--- src/rtl/scan_sequencer.sv ---
// rtl/scan_sequencer.sv - sticker scan sequencer: alternates setup-move batches with colour samples
// Drives NUM_OBS observation steps plus a final restore batch, with a per-wait watchdog.
module scan_sequencer #(
    parameter int          NUM_OBS = 48,
    parameter logic [23:0] TIMEOUT = 24'd10_000_000
) (
    input  logic       clock,
    input  logic       reset,
    input  logic       start,
    input  logic       abort,
    input  logic       moves_done,
    input  logic       sample_valid,
    output logic       send_setup_moves,
    output logic [5:0] counter,
    output logic       sample_req,
    output logic       busy,
    output logic       scan_done,
    output logic       error
);

    typedef enum logic [2:0] {
        S_IDLE,
        S_REQ_MOVES,
        S_WAIT_MOVES,
        S_REQ_SAMPLE,
        S_WAIT_SAMPLE,
        S_ADVANCE,
        S_DONE,
        S_ERROR
    } state_e;

    localparam logic [5:0]  LAST_IDX   = 6'(NUM_OBS);
    localparam logic [23:0] TIMER_LAST = TIMEOUT - 24'd1;

    state_e      state_q, state_d;
    logic [5:0]  counter_q, counter_d;
    logic [23:0] timer_q, timer_d;
    logic        send_q, sample_q, busy_q, done_q, error_q;
    logic        timed_out;
    logic        in_wait_d;

    assign timed_out = (timer_q == TIMER_LAST);

    always_comb begin
        state_d   = state_q;
        counter_d = counter_q;
        case (state_q)
            S_IDLE, S_DONE, S_ERROR: begin
                if (start) begin
                    state_d   = S_REQ_MOVES;
                    counter_d = 6'd0;
                end
            end
            S_REQ_MOVES:  state_d = S_WAIT_MOVES;
            S_WAIT_MOVES: begin
                // The pulse wins over a timeout landing in the same cycle.
                if (moves_done)
                    state_d = (counter_q < LAST_IDX) ? S_REQ_SAMPLE : S_DONE;
                else if (timed_out)
                    state_d = S_ERROR;
            end
            S_REQ_SAMPLE: state_d = S_WAIT_SAMPLE;
            S_WAIT_SAMPLE: begin
                if (sample_valid)
                    state_d = S_ADVANCE;
                else if (timed_out)
                    state_d = S_ERROR;
            end
            S_ADVANCE: begin
                counter_d = counter_q + 6'd1;
                state_d   = S_REQ_MOVES;
            end
            default: state_d = S_IDLE;
        endcase

        if (abort && (state_q != S_IDLE)) begin
            state_d   = S_IDLE;
            counter_d = 6'd0;
        end
    end

    assign in_wait_d = (state_d == S_WAIT_MOVES) || (state_d == S_WAIT_SAMPLE);

    // Timer restarts on every state change, so each wait gets a fresh budget.
    always_comb begin
        timer_d = 24'd0;
        if (in_wait_d && (state_d == state_q))
            timer_d = timer_q + 24'd1;
    end

    always_ff @(posedge clock or posedge reset) begin
        if (reset) begin
            state_q   <= S_IDLE;
            counter_q <= 6'd0;
            timer_q   <= 24'd0;
            send_q    <= 1'b0;
            sample_q  <= 1'b0;
            busy_q    <= 1'b0;
            done_q    <= 1'b0;
            error_q   <= 1'b0;
        end else begin
            state_q   <= state_d;
            counter_q <= counter_d;
            timer_q   <= timer_d;
            send_q    <= (state_d == S_REQ_MOVES);
            sample_q  <= (state_d == S_REQ_SAMPLE);
            busy_q    <= (state_d != S_IDLE) && (state_d != S_DONE) && (state_d != S_ERROR);
            done_q    <= (state_d == S_DONE);
            error_q   <= (state_d == S_ERROR);
        end
    end

    assign send_setup_moves = send_q;
    assign sample_req       = sample_q;
    assign counter          = counter_q;
    assign busy             = busy_q;
    assign scan_done        = done_q;
    assign error            = error_q;

endmodule

--- config.mk ---
export PLATFORM = sky130hd
export DESIGN_NAME = scan_sequencer
export DESIGN_NICKNAME = d
export VERILOG_FILES = /design/src/rtl/scan_sequencer.sv
export SDC_FILE = /design/constraint.sdc
export NUM_CORES = 1
export LEC_CHECK = 0
export ABC_AREA = 1
export BUFFER_PORTS_ARGS = -buffer_cell sky130_fd_sc_hd__buf_4
export CORE_ASPECT_RATIO = 1.75
export CORE_MARGIN = 4
export CORE_UTILIZATION = 25
export CTS_CLUSTER_DIAMETER = 60
export CTS_CLUSTER_SIZE = 30
export DETAILED_ROUTE_END_ITERATION = 8
export GPL_ROUTABILITY_DRIVEN = 1
export PLACE_DENSITY = 0.37
export RECOVER_POWER = 100
export SYNTH_ARGS = -nofsm -noshare
export SYNTH_HDL_FRONTEND = slang
export SYNTH_SLANG_ARGS = --single-unit
--- constraint.sdc ---
create_clock -name clock -period 2.2 [get_ports clock]
set_input_delay 0.22 -clock clock [delete_from_list [all_inputs] [get_ports clock]]
set_output_delay 0.22 -clock clock [all_outputs]
set_load 0.02 [all_outputs]
==> flow_summary.ini <==
[timing]
hold_viol_final = 0
slew_violations = 0
max_slew.worst_pin.slew_ps = 997.8
finClkSkew_ps = 3.483
rsz0062_at_grt = no
final-setup-viol-count = 0
layout_setup_ws_ps = 214.7
timing.fmax_ghz = 0.5037
min_period_ps = 1985
max_slew_margin = 0.3348
setup-tns-final_ps = 0
fin_crit_sh = 0.9024
timing.hold.ws_ps = 252.2

[global_routing]
grt_usage = 0.1115
first_global_vias = 1854
antenna_found_initial = 0
grt_overflow = 0
grt_max_degree = 39
grt_pass1_wl_um = 8894

[finish]
syn_to_final_growth_pct = 23.18
antenna_cells = 0
drive_above_1_share = 0.2409
fill_cells = 903
final_cell_mix = nand2_1 (47), dfrtp_1 (37), inv_1 (33)
layout_commonest_cell = nand2_1
finalNetCount = 310
design_area_um2 = 2693

[detailed_routing]
wire_per_inst_um = 12.37
drt-total-wl_um = 5171
vias = 1747
drtAntennaViolNets = 0
viasPerCell = 4.179
first_pass_iters = 4
drc = 0
drtIter0Drc = 72

[synthesis]
synth_cells = 266
syn_nets = 274
seq_area_frac_synth = 0.4350
syn_area_per_cell_um2 = 8.217
yosys_warnings = 0
syn-cell-area_um2 = 2186
yosysUniqueCellTypes = 29
ys_ff_latch = 38

[critical_path]
crit_arrival_ps = 2160
worstPathRequired_ps = 2370
critPathMaxStageDelay_ps = 370
cp_slowest_cell = dfrtp_1
crit_path_start_kind = flip-flop
critPathMaxFanout = 12
end_kind = flip-flop
cpMostUsedCell = nand2_1
crit_type = flip-flop to flip-flop
path_cells = ha_1 > nand3_2 > nor2_2 > nand3_2 > nand3_1 > nand3_1 > nand2_1 > nand2_2 > nand2_1 > nand2_1 > nand3_4 > clkbuf_16 > nor2_2

[placed_design]
placed_cell_area_um2 = 2547
place_congestion = 0.8019
dp_hpwl_um = 3828
pre_cts_ws_ps = 188.2
io_buffers = 16

[power_and_ir_drop]
power-per-cell-area_nw_per_um2 = 981.5
ir_drop_uv = 580.8
p_leak_nw = 1.209

[floorplan]
ioPinCount = 17
core_area_um2 = 8423
start_util = 0.2595
die_h_um = 131.7
die_width_um = 78.69
die_area_um2 = 10360
num_rows = 44

[clock_tree]
cts.root.buffer_cell = clkbuf_16
post-cts-setup-buffer-count = 0
path_clk_slew_ps = 60
cts_sinks = 38
htreeDepth = 2
clock_path_buffers = 2
cts_made_buffers = 5
worst_skew_pair.late_latency_ps = 280
cts_tree = yes

[run]
maxCapViolations = 0

[hold_path]
worst_hold_path_type = input port to asynchronous set/reset pin

[status]
run_status = finished clean
-- final cells by class --
class / count / area [um^2] / share of cell area
repair buffers: 33 / 230.2 / 0.08550
inverters: 38 / 142.6 / 0.05297
well taps: 115 / 143.9 / 0.05344
multi-input cells: 186 / 1057 / 0.3927
flip-flops and latches: 38 / 952.2 / 0.3536
clock buffers: 8 / 166.4 / 0.06180
-- registers in the layout, summed over array words and instances, names as in the netlist --
register          cells
send_setup_moves      1
busy                  1
timer_q              24
error                 1
sample_req            1
counter               6
state_q               3
scan_done             1
-- per-stage QoR --
stage          power [mW]    util  std cells
5_1_grt             2.864  0.3197        418
2_1_floorplan       1.562       -        266
3_5_place_dp        1.857  0.3024        409
6_report            2.643  0.3197        418
3_3_place_gp        1.865  0.3024        409
4_1_cts             2.679  0.3222        417
-- worst paths after layout --
check / startpoint / to / slack, ps / depth (start not counted)
max in group asynchronous: reset / state_q[2] / 1260 / 3
worst min-delay path: reset / timer_q[7] / 250 / 3
min in group clock: abort / counter[0] / 260 / 4
worst max register to register: timer_q[0] / timer_q[8] / 210 / 13
worst min register to register: timer_q[0] / timer_q[0] / 460 / 1
worst max-delay path: timer_q[0] / timer_q[8] / 210 / 13
-- what timing repair did --
item,4_1_cts,5_1_grt
gates resized for setup,0,2
hold buffers,0,0
hold endpoints to repair,0,0
endpoints found under the setup margin,0,24
-- cells by family (layout without fill, tap and decap cells) --
| group | Yosys count | in the layout | share of synthesized area |
|---|---|---|---|
| and+or+nand+nor | 145 | 145 | 0.3394 |
| xor gates and xnor gates | 21 | 21 | 0.08415 |
| DFF | 38 | 38 | 0.4350 |
| adders and majority gates | 2 | 2 | 0.01145 |
| AOI/OAI and AO/OA | 18 | 18 | 0.04866 |
| buffers and inverters | 42 | 79 | 0.08128 |
-- critical path: cells and delay by family (launching register included) --
family                     cells  cell delay (ps)
adders and majority gates      1              200
and+or+nand+nor               11             1110
buffers and inverters          1              190
DFF                            1              370
-- routing by layer --
metal	global-route usage	vias to the layer above	wire length, um
met2	0.2152	18	3044
met4	0.04669	0	95
met1	0.1108	821	1911
li1	-	901	-
met3	0.02329	7	119
met5	0	-	0
-- report_power, final --
group	internal (mW)	total [mW]	switching, mW
Combinational	0.350	1.01	0.664
Sequential	0.766	0.823	0.0571
Clock	0.514	0.805	0.292
-- cells in the mapped netlist --
| library cell | number | share of area |
|---|---|---|
| buf_6 | 2 | 0.010 |
| nor3_4 | 1 | 0.0074 |
| nand4_1 | 4 | 0.011 |
| nor3_2 | 3 | 0.014 |
| nand2_1 | 47 | 0.081 |
| nand3_1 | 15 | 0.034 |
| a21oi_4 | 1 | 0.0074 |
| o211ai_1 | 1 | 0.0034 |
| nor3b_1 | 2 | 0.0069 |
| buf_2 | 1 | 0.0023 |
| o21a_1 | 1 | 0.0034 |
| and3_1 | 1 | 0.0029 |
| clkinv_1 | 2 | 0.0034 |
| nor3_1 | 9 | 0.021 |
| inv_1 | 32 | 0.055 |
| a21oi_1 | 6 | 0.014 |
| o21ai_0 | 9 | 0.021 |
| nand2_2 | 5 | 0.014 |
| xor2_1 | 12 | 0.048 |
| dfrtp_1 | 38 | 0.44 |
| nand3_4 | 1 | 0.0080 |
| buf_4 | 1 | 0.0034 |
| ha_1 | 2 | 0.011 |
| xnor2_1 | 9 | 0.036 |
| nand3_2 | 4 | 0.018 |
| nor2_2 | 25 | 0.072 |
| inv_2 | 4 | 0.0069 |
| nor2_1 | 27 | 0.046 |
| nor4_1 | 1 | 0.0029 |
(Power assumes the default switching activity.)
